[src/rtl/pipeline_hazard_ctrl.sv]
// Issue-side hazard controller: per-register pending-write scoreboard, issue grant/stall,
// and fetch hold while a branch is unresolved. Optional macro WB_BYPASS_EN: same-cycle retire bypass.
module pipeline_hazard_ctrl #(
  parameter int unsigned NUM_REGS  = 16,
  parameter int unsigned IDX_WIDTH = 4,
  parameter int unsigned CNT_WIDTH = 2
) (
  input  logic                 I_CLOCK,
  input  logic                 I_RESET,
  input  logic                 I_IssueValid,
  input  logic [IDX_WIDTH-1:0] I_IssueSrc1Idx,
  input  logic                 I_IssueSrc1Used,
  input  logic [IDX_WIDTH-1:0] I_IssueSrc2Idx,
  input  logic                 I_IssueSrc2Used,
  input  logic [IDX_WIDTH-1:0] I_IssueDestIdx,
  input  logic                 I_IssueDestWr,
  input  logic                 I_IssueIsBranch,
  input  logic                 I_WBValid,
  input  logic [IDX_WIDTH-1:0] I_WBDestIdx,
  input  logic                 I_BrResolve,
  output logic                 O_IssueGrant,
  output logic                 O_DepStall,
  output logic                 O_FetchStall,
  output logic [NUM_REGS-1:0]  O_BusyMask,
  output logic                 O_Error
);

  localparam logic [CNT_WIDTH-1:0] CntMax = {CNT_WIDTH{1'b1}};
  localparam logic [CNT_WIDTH-1:0] CntOne = CNT_WIDTH'(1);

  typedef enum logic [0:0] {StRun, StBrWait} state_e;

  state_e               state_q;
  logic                 fetch_stall_q;
  logic [CNT_WIDTH-1:0] cnt_q [NUM_REGS];
  logic [CNT_WIDTH-1:0] cnt_d [NUM_REGS];
  logic [NUM_REGS-1:0]  busy_q, busy_d;
  logic                 error_q, err_set;

  logic [CNT_WIDTH-1:0] cnt_src1, cnt_src2, cnt_dest;
  logic                 wb_hit1, wb_hit2;
  logic                 src1_busy, src2_busy, dest_full, run, grant;

  assign cnt_src1 = cnt_q[I_IssueSrc1Idx];
  assign cnt_src2 = cnt_q[I_IssueSrc2Idx];
  assign cnt_dest = cnt_q[I_IssueDestIdx];

`ifdef WB_BYPASS_EN
  // The last outstanding write retiring this cycle makes the source readable now.
  assign wb_hit1 = I_WBValid && (I_WBDestIdx == I_IssueSrc1Idx) && (cnt_src1 == CntOne);
  assign wb_hit2 = I_WBValid && (I_WBDestIdx == I_IssueSrc2Idx) && (cnt_src2 == CntOne);
`else
  assign wb_hit1 = 1'b0;
  assign wb_hit2 = 1'b0;
`endif

  assign src1_busy = I_IssueSrc1Used && (cnt_src1 != '0) && !wb_hit1;
  assign src2_busy = I_IssueSrc2Used && (cnt_src2 != '0) && !wb_hit2;
  assign dest_full = I_IssueDestWr && (cnt_dest == CntMax);
  assign run       = (state_q == StRun) && !I_RESET;
  assign grant     = I_IssueValid && run && !src1_busy && !src2_busy && !dest_full;

  assign O_IssueGrant = grant;
  assign O_DepStall   = I_IssueValid && run && !grant;
  assign O_FetchStall = fetch_stall_q;
  assign O_BusyMask   = busy_q;
  assign O_Error      = error_q;

  always_comb begin
    err_set = 1'b0;
    busy_d  = '0;
    for (int r = 0; r < NUM_REGS; r++) begin
      logic inc, dec;
      inc      = grant && I_IssueDestWr && (I_IssueDestIdx == IDX_WIDTH'(r));
      dec      = I_WBValid && (I_WBDestIdx == IDX_WIDTH'(r));
      cnt_d[r] = cnt_q[r];
      if (inc && !dec) begin
        cnt_d[r] = cnt_q[r] + CntOne;
      end else if (dec && !inc) begin
        if (cnt_q[r] == '0) begin
          err_set = 1'b1;
        end else begin
          cnt_d[r] = cnt_q[r] - CntOne;
        end
      end
      busy_d[r] = (cnt_d[r] != '0);
    end
  end

  always_ff @(negedge I_CLOCK) begin
    if (I_RESET) begin
      for (int r = 0; r < NUM_REGS; r++) begin
        cnt_q[r] <= '0;
      end
      busy_q        <= '0;
      error_q       <= 1'b0;
      state_q       <= StRun;
      fetch_stall_q <= 1'b0;
    end else begin
      for (int r = 0; r < NUM_REGS; r++) begin
        cnt_q[r] <= cnt_d[r];
      end
      busy_q  <= busy_d;
      error_q <= error_q | err_set;
      unique case (state_q)
        StRun: begin
          if (grant && I_IssueIsBranch) begin
            state_q       <= StBrWait;
            fetch_stall_q <= 1'b1;
          end
        end
        StBrWait: begin
          if (I_BrResolve) begin
            state_q       <= StRun;
            fetch_stall_q <= 1'b0;
          end
        end
        default: begin
          state_q       <= StRun;
          fetch_stall_q <= 1'b0;
        end
      endcase
    end
  end

endmodule
[config.mk]
export PLATFORM = sky130hd
export DESIGN_NAME = pipeline_hazard_ctrl
export DESIGN_NICKNAME = d
export VERILOG_FILES = /design/src/rtl/pipeline_hazard_ctrl.sv
export SDC_FILE = /design/constraint.sdc
export NUM_CORES = 1
export LEC_CHECK = 0
export CAP_MARGIN = 30
export CORE_ASPECT_RATIO = 2
export CORE_MARGIN = 8
export CORE_UTILIZATION = 50
export DETAILED_ROUTE_END_ITERATION = 8
export PLACE_DENSITY = 0.72
export SYNTH_ARGS = -nofsm -noshare
export SYNTH_HDL_FRONTEND = slang
export SYNTH_SLANG_ARGS = --single-unit
[constraint.sdc]
create_clock -name I_CLOCK -period 9.7 [get_ports I_CLOCK]
set_input_delay 2.425 -clock I_CLOCK [delete_from_list [all_inputs] [get_ports I_CLOCK]]
set_output_delay 2.425 -clock I_CLOCK [all_outputs]
set_load 0.05 [all_outputs]
Word level (Yosys, flattened, before mapping) --
Memory sizes are Yosys's and may differ from the RTL's. Index checks and enable logic that the tools add are counted. W data, S select, Z words.
Storage, ports and cells: memories 1, logic and storage cells 358, register bits 19, output and inout port bits 20, bits of input ports 25, memory bits (writable) 32
Operators by class: mux-type cells 121, reduce and logical (&&, ||, !) cells 149, eq/ne operators 33, $add $sub $neg 32, bitwise operators 18
Memories:
- cnt_q | depth 16, width 2, read ports 19, clocked after Yosys merged registers in 0, write ports 16, RTL line 35 | logic [CNT_WIDTH-1:0] cnt_q [NUM_REGS];
Operators with widths (number):
- $mux W2 | 64
- $logic_and A1 B1 Y1 | 75
- $eq A4 B4 Y1 const B | 16
- $mux W1 | 55
- $logic_not A1 Y1 | 37
- $reduce_bool A2 Y1 | 18
- $add A2 B1 Y2 const B | 16
- $eq A4 B3 Y1 const B | 8
- $logic_not A2 Y1 | 16
- $sub A2 B1 Y2 const B | 16
- $or A1 B1 Y1 | 17
- $eq A4 B2 Y1 const B | 4
- $eq A4 B1 Y1 const B | 2
- $logic_not A4 Y1 | 2
- $pmux W1 S2 | 2
- $eq A2 B2 Y1 const B | 1
- $ne A2 B1 Y1 const B | 1
- $ne A2 B2 Y1 const B | 1
- $reduce_and A2 Y1 | 1
- $not A1 Y1 | 1

Longest topological paths before layout --
Gate-level depths: netlist of the first run. An unclocked memory read counts as a cell.
word-level depth 59, mapped depth 13, gate-level depth less buffers 9

==> results.rst, run 1 <==
.. list-table::
   :header-rows: 1

   * - Metric
     - Value
   * - Result of the run
     - finished, violations left
   * - Fraction of final layout cells sized beyond drive strength 1
     - 0.276
   * - VDD IR max
     - 129 uV
   * - Setup repair after global routing missed its margin
     - true
   * - CP startpoint kind
     - register
   * - Count of standard-cell rows
     - 47
   * - Slowest-stage cell, CP
     - sky130_fd_sc_hd__mux4_2
   * - Master cell of the clock root buffer
     - sky130_fd_sc_hd__clkbuf_16
   * - Type of the worst setup path
     - register to primary output
   * - Io pins
     - 45
   * - Post-synth top flop
     - sky130_fd_sc_hd__dfxtp_1
   * - Overall Global Routing Usage
     - 0.239
   * - Vertical die dimension
     - 145 um
   * - CTS tree
     - yes
   * - Buffers & Inverters on Critical Path
     - 4
   * - Clock skew
     - 0.0203 ns
   * - Reg-to-reg slack, setup
     - 6.68 ns
   * - Worst max-slew margin expressed relative to the limit
     - 0.636
   * - H-tree lvl count
     - 2
   * - Core Area
     - 8170 um2
   * - Via count of the first global-routing pass
     - 4,589
   * - DR vias
     - 4,217
   * - Number of hold-repair buffers added at the cts stage
     - 0
   * - Setup-failing EPs final
     - 8
   * - Highest fanout seen on the critical path
     - 4
   * - Power Dens Cells
     - 96.9 nW/um2
   * - Cell-by-cell trace of the critical path
     - nor2_4, a21oi_1, mux4_2, a32o_2, nor4_4, buf_4, buf_12, buf_8, nor2_2, buf_6
   * - Net count after synthesis
     - 544
   * - Net switching component of the power
     - 190 uW
   * - Reported leakage power
     - 2.69 nW
   * - Fraction of the yosys area taken by sequential cells
     - 0.245
   * - Final Max Tran Viols
     - 0
   * - Failing checks
     - negative setup slack
   * - Deepest clock path buffer count
     - 2
   * - Clock slew seen by the registers of the worst setup and hold paths
     - 0.04 ns
   * - Gate power share
     - 0.181
   * - Register share of total power
     - 0.376
   * - Path category of the worst min-delay check
     - register to register
   * - Max-cap violations
     - 0
   * - Quantity of I/O buffers inserted on ports
     - 44
   * - Delay of the slowest critical-path stage
     - 0.48 ns
   * - Largest net degree at the start of global routing
     - 41
   * - Antenna violation net count after detailed routing
     - 0
   * - Worst-margin pin slew
     - 0.544 ns
   * - Number of buffers created by CTS
     - 5
   * - Global-route wire length before repair
     - 22,100 um
   * - Clock latency at the later pin of the worst-skew pair
     - 0.38 ns
   * - Number of enable flip-flop cells after synthesis
     - 0
   * - Number of remaining DRC errors
     - 0
   * - Synthesized area per cell
     - 8.85 um2
   * - Synthesized netlist cell count
     - 471
   * - Number of different library cells in the post-synthesis netlist
     - 61
   * - Synthesis Warnings
     - 0
   * - Number of nets in the final layout
     - 699
   * - First-pass iteration count of the detailed router
     - 5
   * - Clock power share
     - 0.443
   * - DR vias/cell
     - 5.82
   * - Weighted congestion reported at the end of routability-driven placement
     - 1.01
   * - Critical Path AT
     - 7.42 ns
   * - Routed Wire Length
     - 13,700 um
   * - Final Hold Vio Count
     - 0
   * - Placed wire-length estimate
     - 10,000 um
   * - Design area
     - 5920 um2
   * - Wire per inst
     - 18.8 um
   * - Internal power
     - 384 uW
   * - Hold Worst Slack
     - 0.487 ns
   * - Diodes inserted
     - 0
   * - Number of antenna violations at the first check in global routing
     - 0
   * - Critical Path End Type
     - primary output
   * - Number of flip-flops and latches in the synthesized netlist
     - 51
   * - Grt ovf
     - 0
   * - Async S/R FF share, synth
     - 0
   * - Sink Count
     - 51
   * - Kind of cell with the highest combined delay on the critical path
     - buffers and inverters
   * - Total cell area at the placement stage
     - 5090 um2
   * - Overall die area
     - 11,700 um2
   * - Net switching share of the total power
     - 0.331
   * - Final sum of negative setup slack
     - -0.660 ns
   * - Area growth from synthesis to layout
     - 42.0%
   * - Cell area after synthesis
     - 4170 um2
   * - DR iter-0 viols
     - 240
   * - Width of the die
     - 80.6 um
   * - Number of inserted filler cells in the final layout
     - 644
   * - Worst EP required
     - 7.28 ns
   * - Min setup slack post-route
     - -0.148 ns
   * - Effective utilization at floorplan
     - 0.510
==> per-layer routing <==
| metal | wire, um | vias up | global-route usage |
|---|---|---|---|
| li1 | - | 2001 | - |
| met1 | 4990 | 2017 | 0.231 |
| met2 | 7400 | 145 | 0.428 |
| met3 | 503 | 54 | 0.0458 |
| met4 | 763 | 0 | 0.166 |
| met5 | 0 | - | 0 |
==> metrics by stage <==
step                utilization  power, mW  setup slack, ns  std cells
global placement          0.622      0.338           -0.613        652
floorplan                     -      0.297           0.0541        471
finish                    0.724      0.574           -0.148        725
CTS                       0.704      0.580          -0.0686        721
global route              0.724      0.615           -0.203        725
detailed placement        0.622      0.339           -0.655        652
==> worst paths after layout <==
path	end	depth (start not counted)	startpoint
worst min register to register	O_FetchStall$_SDFFE_NP0P_	1	state_q$_SDFF_NP0_
worst max-delay path	O_DepStall	10	cnt_q[5][0]$_SDFF_NP0_
worst min-delay path	O_FetchStall$_SDFFE_NP0P_	1	state_q$_SDFF_NP0_
worst max register to register	O_BusyMask[3]$_SDFF_NP0_	13	cnt_q[5][0]$_SDFF_NP0_
==> synth_stat cells (all sizes together), types with 12 or more instances <==
cell type / count / area share
mux2i: 41 / 0.098
or2: 15 / 0.023
dfxtp: 51 / 0.24
nand2: 18 / 0.016
buf: 12 / 0.017
ha: 48 / 0.14
a211oi: 28 / 0.055
nor2: 45 / 0.041
a21oi: 17 / 0.020
xnor2: 15 / 0.032
inv: 43 / 0.039
nor3: 16 / 0.020
nor2b: 17 / 0.026
==> sequential cells by signal, indices dropped and copies added, names as in the netlist <==
name	flops
O_Error	1
cnt_q	32
state_q	1
O_BusyMask	16
O_FetchStall	1
==> cell type report <==
cell class                      count  area (um2)  area share
Clock inverter                     54         205      0.0347
Tap cell                           98         123      0.0207
Inverter                           42         158      0.0266
Multi-Input combinational cell    358        3160       0.533
Sequential cell                    51        1060       0.179
Clock buffer                        5         125      0.0211
Timing Repair Buffer              117        1090       0.185
==> placed cells by master (no fill, tap or decap), types with 5 or more instances in the layout <==
cell type | synthesis | routed
sky130_fd_sc_hd__a211oi_1 | 24 | 17
sky130_fd_sc_hd__a211oi_2 | 4 | 11
sky130_fd_sc_hd__a21oi_1 | 17 | 15
sky130_fd_sc_hd__a31oi_1 | 5 | 5
sky130_fd_sc_hd__and2_1 | 5 | 5
sky130_fd_sc_hd__buf_4 | 4 | 60
sky130_fd_sc_hd__buf_6 | 1 | 8
sky130_fd_sc_hd__clkbuf_16 | 0 | 5
sky130_fd_sc_hd__clkdlybuf4s50_1 | 0 | 34
sky130_fd_sc_hd__dfxtp_1 | 51 | 31
sky130_fd_sc_hd__dfxtp_2 | 0 | 15
sky130_fd_sc_hd__dfxtp_4 | 0 | 5
sky130_fd_sc_hd__ha_1 | 48 | 48
sky130_fd_sc_hd__inv_1 | 43 | 92
sky130_fd_sc_hd__mux2i_1 | 41 | 39
sky130_fd_sc_hd__mux4_2 | 8 | 8
sky130_fd_sc_hd__nand2_1 | 18 | 18
sky130_fd_sc_hd__nand2b_1 | 6 | 6
sky130_fd_sc_hd__nor2_1 | 45 | 39
sky130_fd_sc_hd__nor2_4 | 0 | 5
sky130_fd_sc_hd__nor2b_1 | 17 | 15
sky130_fd_sc_hd__nor3_1 | 15 | 11
sky130_fd_sc_hd__or2_1 | 11 | 11
sky130_fd_sc_hd__xnor2_1 | 15 | 15
==> cells by family (layout without fill, tap and decap cells) <==
group	count (synthesis)	in the layout	synth area share
and+or+nand+nor	159	159	0.213
AOI/OAI and AO/OA	84	84	0.155
xor gates and xnor gates	16	16	0.0336
adders and majority gates	48	48	0.144
buffers and inverters	62	218	0.0624
muxes	51	51	0.147
DFF	51	51	0.245
==> power by group through the flow <==
| stage | clock [mW] | sequential, mW | combinational [mW] |
|---|---|---|---|
| 4_1_cts | 0.265 | 0.216 | 0.0984 |
| 6_report | 0.254 | 0.216 | 0.104 |
| 2_1_floorplan | 0.0326 | 0.225 | 0.0400 |
| 3_5_place_dp | 0.0326 | 0.220 | 0.0862 |
| 5_1_grt | 0.290 | 0.216 | 0.110 |
| 3_3_place_gp | 0.0326 | 0.220 | 0.0854 |
==> timing repair <==
item	CTS	global route
gates resized for setup	69	45
pin swaps	20	17
setup endpoints to repair	46	33
cloned	4	0
hold endpoints to repair	0	0
setup buffers	10	6
Power figures use the tool's default switching activity.
==> run 2: changes to the inputs <==
==> constraint.sdc (replaced) <==
create_clock -name I_CLOCK -period 11.6 [get_ports I_CLOCK]
set_input_delay 2.9 -clock I_CLOCK [delete_from_list [all_inputs] [get_ports I_CLOCK]]
set_output_delay 2.9 -clock I_CLOCK [all_outputs]
set_load 0.05 [all_outputs]
==> run 2 against run 1 <==
  * The flow now finishes without violations
  * Final cell count is 5.7% lower
  * Sequential cell count did not move
  * Power shrank 16%
  * Cell area decreased by 11%
  * Global-route usage decreased by 2.5 points
  * Largest cell class unchanged
  * Largest power group unchanged
==> results.rst, run 2 (synthesized netlist as in run 1, its figures left out) <==
.. list-table::
   :header-rows: 1

   * - Metric
     - Value
   * - Overall die area
     - 11,700 um2
   * - Number of buffers created by CTS
     - 5
   * - Sink Count
     - 51
   * - Worst-margin pin slew
     - 0.744 ns
   * - Kind of cell with the highest combined delay on the critical path
     - buffers and inverters
   * - Io pins
     - 45
   * - Count of standard-cell rows
     - 47
   * - DR vias/cell
     - 5.84
   * - Effective utilization at floorplan
     - 0.510
   * - Core Area
     - 8170 um2
   * - VDD IR max
     - 88.9 uV
   * - Delay of the slowest critical-path stage
     - 0.46 ns
   * - CP startpoint kind
     - input port
   * - Vertical die dimension
     - 145 um
   * - Power Total
     - 484 uW
   * - Most common cell after layout, fill and taps aside
     - sky130_fd_sc_hd__inv_1
   * - Max-cap violations
     - 0
   * - Highest fanout seen on the critical path
     - 13
   * - Area growth from synthesis to layout
     - 25.8%
   * - Path category of the worst min-delay check
     - register to register
   * - Wire per inst
     - 18.1 um
   * - Dominant cell type by count on the critical path
     - sky130_fd_sc_hd__buf_4
   * - Number of inserted filler cells in the final layout
     - 712
   * - Result of the run
     - completed
   * - Global-route wire length before repair
     - 19,800 um
   * - Reported leakage power
     - 2.40 nW
   * - Deepest clock path buffer count
     - 2
   * - Width of the die
     - 80.6 um
   * - Worst EP required
     - 6.03 ns
   * - Commonest cells after routing, fill and taps aside
     - sky130_fd_sc_hd__inv_1, sky130_fd_sc_hd__dfxtp_1, sky130_fd_sc_hd__ha_1, sky130_fd_sc_hd__nor2_1, sky130_fd_sc_hd__clkdlybuf4s50_1
   * - Slowest-stage cell, CP
     - sky130_fd_sc_hd__mux4_2
   * - First-pass iteration count of the detailed router
     - 4
   * - Number of nets in the final layout
     - 658
   * - Clock slew seen by the registers of the worst setup and hold paths
     - 0.04 ns
   * - Weighted congestion reported at the end of routability-driven placement
     - 0.897
   * - Power Dens Cells
     - 92.3 nW/um2
   * - Crit path launch
     - I_IssueSrc1Idx[0]
   * - CTS tree
     - yes
   * - Cell-by-cell trace of the critical path
     - clkdlybuf4s50_1, buf_4, nor3_1, a21oi_1, mux4_2, a32o_2, nor4_4, buf_12, buf_4, nand4_1, a22oi_1, and3_1, a41oi_1
   * - Setup repair after global routing missed its margin
     - false
   * - Fraction of final layout cells sized beyond drive strength 1
     - 0.116
   * - Critical Path End Type
     - register
   * - Master cell of the clock root buffer
     - sky130_fd_sc_hd__clkbuf_16
   * - Number of remaining DRC errors
     - 0
   * - Final Max Tran Viols
     - 0
   * - Clock latency at the later pin of the worst-skew pair
     - 0.38 ns
   * - Buffers & Inverters on Critical Path
     - 4
   * - Via count of the first global-routing pass
     - 4,175
   * - Overall Global Routing Usage
     - 0.214
   * - Final Hold Vio Count
     - 0
   * - Largest net degree at the start of global routing
     - 41
   * - Placed wire-length estimate
     - 9690 um
   * - Multi-input combinational cell area
     - 2890 um2
   * - Routed Wire Length
     - 12,400 um
   * - Clock skew
     - 0.0220 ns
   * - Worst max-slew margin expressed relative to the limit
     - 0.500
   * - Hold path startpoint
     - state_q$_SDFF_NP0_
   * - Worst R2R Start
     - cnt_q[5][1]$_SDFF_NP0_
   * - Critical Path AT
     - 5.88 ns
   * - CTS-repair resized insts
     - 0
   * - Number of antenna violations at the first check in global routing
     - 0
   * - Quantity of I/O buffers inserted on ports
     - 44
   * - H-tree lvl count
     - 2
   * - Largest register by flop count
     - cnt_q
   * - Diodes inserted
     - 0
   * - Number of flip-flops under the largest register name
     - 32
   * - Setup-failing EPs final
     - 0
   * - Antenna violation net count after detailed routing
     - 0
   * - DR iter-0 viols
     - 205
   * - Grt ovf
     - 0
   * - Hold Worst Slack
     - 0.495 ns
   * - Type of the worst setup path
     - input port to register
   * - Flip-flop and latch area
     - 1020 um2
   * - DR vias
     - 3,994
run 2: changes by cell type in the layout (fill, tap and decap cells not counted), sizes merged:
cell           before  now
bufinv              0    1
clkinvlp            2    0
bufbuf              1    0
clkbuf              6    5
dlygate4sd2         3    0
clkdlybuf4s50      34   42
buf                75   34
dlymetal6s2s        3    0
inv                94   95
run 2: worst paths after layout:
path	endpoint	slack (ns)	cells past startpoint
min	O_FetchStall$_SDFFE_NP0P_	0.50	1
max reg2reg	O_Error$_SDFF_NP0_	8.60	11
min reg2reg	O_FetchStall$_SDFFE_NP0P_	0.50	1
max	O_Error$_SDFF_NP0_	0.15	13
run 2: what timing repair did:
| item | in CTS | in global routing |
|---|---|---|
| hold endpoints to repair | 0 | 0 |
| setup endpoints to repair | 0 | 2 |
| buffers inserted | 0 | 3 |
| hold buffers | 0 | 0 |
run 2: report_power, final:
part	switching, mW	internal, mW
Combinational	0.0386	0.0306
Clock	0.109	0.124
Sequential	0.00254	0.179
run 2: per-layer routing:
metal	vias up	global-route usage	routed length [um]	share of wire
li1	1916	-	-	-
met1	1917	0.204	4380	0.35
met2	119	0.379	6790	0.55
met3	42	0.0495	568	0.046
met4	0	0.153	664	0.054
met5	-	0	0	0
run 2: through the flow:
| step | util | TNS [ns] | instance area (um2) | cells | worst slack (ns) |
|---|---|---|---|---|---|
| after floorplan | - | 0 | 4170 | 471 | 0.529 |
| after global placement | 0.596 | -1.75 | 4870 | 623 | -0.174 |
| after detailed placement | 0.596 | -2.90 | 4870 | 623 | -0.218 |
| after CTS | 0.639 | 0 | 5220 | 681 | 0.124 |
| after global routing | 0.641 | 0 | 5240 | 684 | 0.00995 |
| final | 0.641 | 0 | 5240 | 684 | 0.150 |
run 2: layout make-up:
| type | instances | share of cell area |
|---|---|---|
| clock buffers | 5 | 0.0239 |
| multi-input cells | 358 | 0.551 |
| inverters | 42 | 0.0301 |
| flip-flops and latches | 51 | 0.195 |
| well taps | 98 | 0.0234 |
| repair buffers | 76 | 0.134 |
| clock inverters | 54 | 0.0437 |
==> run 3: changes to the inputs <==
--- a/config.mk
+++ b/config.mk
@@ -11,6 +11,7 @@
 export CORE_UTILIZATION = 50
 export DETAILED_ROUTE_END_ITERATION = 8
 export PLACE_DENSITY = 0.72
+export SLEW_MARGIN = 30
 export SYNTH_ARGS = -nofsm -noshare
 export SYNTH_HDL_FRONTEND = slang
 export SYNTH_SLANG_ARGS = --single-unit
==> constraint.sdc (replaced) <==
create_clock -name I_CLOCK -period 10.82 [get_ports I_CLOCK]
set_input_delay 2.705 -clock I_CLOCK [delete_from_list [all_inputs] [get_ports I_CLOCK]]
set_output_delay 2.705 -clock I_CLOCK [all_outputs]
set_load 0.05 [all_outputs]
==> run 3 against run 2 <==
  * Via count increased by 2.1%
  * Routed wire length increased by 4.4%
  * First-iteration DRC count decreased by 0.98%
  * Sequential share of layout area decreased by 0.83 points
  * Power increased by 20%
  * Sequential power increased by 7%
  * Critical path depth decreased by 3
  * Core utilization increased by 3.4 points
  * Cell area increased by 5.3%
  * Die area unchanged
  * Clock skew decreased by 0.00061 ns
  * Critical path type is now register to primary output
  * Largest power group unchanged
==> results.rst, run 3 (synthesized netlist as in run 1, its figures left out) <==
.. list-table::
   :header-rows: 1

   * - Metric
     - Value
   * - Number of hold-repair buffers added at the cts stage
     - 0
   * - Master cell of the clock root buffer
     - sky130_fd_sc_hd__clkbuf_16
   * - Quantity of I/O buffers inserted on ports
     - 44
   * - Worst max-slew margin expressed relative to the limit
     - 0.471
   * - Final Max Tran Viols
     - 0
   * - H-tree lvl count
     - 2
   * - Type of the worst setup path
     - register to primary output
   * - Weighted congestion reported at the end of routability-driven placement
     - 0.919
   * - Number of remaining DRC errors
     - 0
   * - Wire per inst
     - 18.5 um
   * - Number of buffers created by CTS
     - 5
   * - Placement-stage worst setup slack
     - -0.428 ns
   * - VDD IR max
     - 106 uV
   * - Most common cell after layout, fill and taps aside
     - sky130_fd_sc_hd__inv_1
   * - Power Dens Cells
     - 105 nW/um2
   * - Min setup slack post-route
     - 0.0618 ns
   * - Vertical die dimension
     - 145 um
   * - Non-filler cells in the finished layout
     - 699
   * - Critical Path End Type
     - primary output
   * - Kind of cell with the highest combined delay on the critical path
     - buffers and inverters
   * - Worst-margin pin slew
     - 0.788 ns
   * - Routed Wire Length
     - 12,900 um
   * - CTS tree
     - yes
   * - Antenna violation net count after detailed routing
     - 0
   * - Max-cap violations
     - 0
   * - Grt ovf
     - 0
   * - Deepest clock path buffer count
     - 2
   * - Setup-failing EPs final
     - 0
   * - Result of the run
     - completed
   * - Largest net degree at the start of global routing
     - 41
   * - Diodes inserted
     - 0
   * - CP startpoint kind
     - register
   * - Io pins
     - 45
   * - Commonest cells after routing, fill and taps aside
     - sky130_fd_sc_hd__inv_1, sky130_fd_sc_hd__ha_1, sky130_fd_sc_hd__dfxtp_1, sky130_fd_sc_hd__buf_4, sky130_fd_sc_hd__nor2_1
   * - Count of standard-cell rows
     - 47
   * - Clock skew
     - 0.0214 ns
   * - Sink Count
     - 51
   * - Power Total
     - 580 uW
   * - DR vias/cell
     - 5.84
   * - Largest register by flop count
     - cnt_q
   * - Number of inserted filler cells in the final layout
     - 693
   * - Effective utilization at floorplan
     - 0.510
   * - Global-route wire length before repair
     - 20,400 um
   * - Final Hold Vio Count
     - 0
   * - Clock slew seen by the registers of the worst setup and hold paths
     - 0.04 ns
   * - Buffers & Inverters on Critical Path
     - 4
   * - Overall Global Routing Usage
     - 0.220
   * - Clock latency at the later pin of the worst-skew pair
     - 0.38 ns
   * - Fraction of final layout cells sized beyond drive strength 1
     - 0.180
   * - Area growth from synthesis to layout
     - 32.5%
   * - Number of antenna violations at the first check in global routing
     - 0
   * - DR iter-0 viols
     - 203
   * - Number of nets in the final layout
     - 673
   * - DR vias
     - 4,079
   * - Via count of the first global-routing pass
     - 4,288
   * - Width of the die
     - 80.6 um
   * - Cell total after placement
     - 636
   * - Cell-by-cell trace of the critical path
     - nor2_2, a21oi_1, mux4_2, a32o_2, nor4_4, buf_4, buf_12, buf_4, nor2_1, buf_4
   * - Final core area utilization
     - 0.675
   * - Highest fanout seen on the critical path
     - 8
   * - Hold Worst Slack
     - 0.483 ns
   * - Overall die area
     - 11,700 um2
   * - Slowest-stage cell, CP
     - sky130_fd_sc_hd__mux4_2
   * - First-pass iteration count of the detailed router
     - 5
   * - Worst EP required
     - 8.12 ns
   * - Number of flip-flops under the largest register name
     - 32
   * - Core Area
     - 8170 um2
   * - Dominant cell type by count on the critical path
     - sky130_fd_sc_hd__buf_4
   * - Delay of the slowest critical-path stage
     - 0.48 ns
   * - Path category of the worst min-delay check
     - register to register
   * - Placed wire-length estimate
     - 9880 um
   * - Critical Path AT
     - 8.05 ns
   * - Reported leakage power
     - 2.53 nW
[run 3: final timing paths]
| kind | start | to | slack (ns) | cells past startpoint |
|---|---|---|---|---|
| worst min register to register | state_q$_SDFF_NP0_ | O_FetchStall$_SDFFE_NP0P_ | 0.48 | 1 |
| worst min-delay path | state_q$_SDFF_NP0_ | O_FetchStall$_SDFFE_NP0P_ | 0.48 | 1 |
| worst max register to register | cnt_q[1][1]$_SDFF_NP0_ | O_BusyMask[3]$_SDFF_NP0_ | 7.93 | 12 |
| worst max-delay path | cnt_q[1][1]$_SDFF_NP0_ | O_DepStall | 0.06 | 10 |
[run 3: layout make-up]
type	instances	area [um2]	share of cell area
tap	98	123	0.0222
inverter	42	158	0.0286
clock inverter	54	282	0.0510
timing repair buffer	91	837	0.152
sequential	51	1030	0.186
multi-input combinational	358	2970	0.538
clock buffer	5	125	0.0227
[run 3: metrics by stage]
step / TNS [ns] / area (um2)
after global placement: -8.82 / 4970
after CTS: 0 / 5390
after global routing: -0.00579 / 5520
after detailed placement: -11.13 / 4970
after floorplan: 0 / 4170
final: 0 / 5520
[run 3: power breakdown]
part           switching (mW)  internal, mW
registers             0.00277         0.192
clock network           0.123         0.181
logic                  0.0444        0.0370
[run 3: layer usage]
metal	global-route usage	wire length (um)	vias up	part of all wire
li1	-	-	1942	-
met4	0.181	777	0	0.060
met1	0.216	4740	1935	0.37
met5	0	0	-	0
met2	0.372	6850	154	0.53
met3	0.0483	578	48	0.045
[run 3: what timing repair did]
action,4_1_cts,5_1_grt
buffers inserted,1,2
resized for setup,5,27
setup endpoints to repair,5,23
gates cloned,0,2
pin swaps,0,3
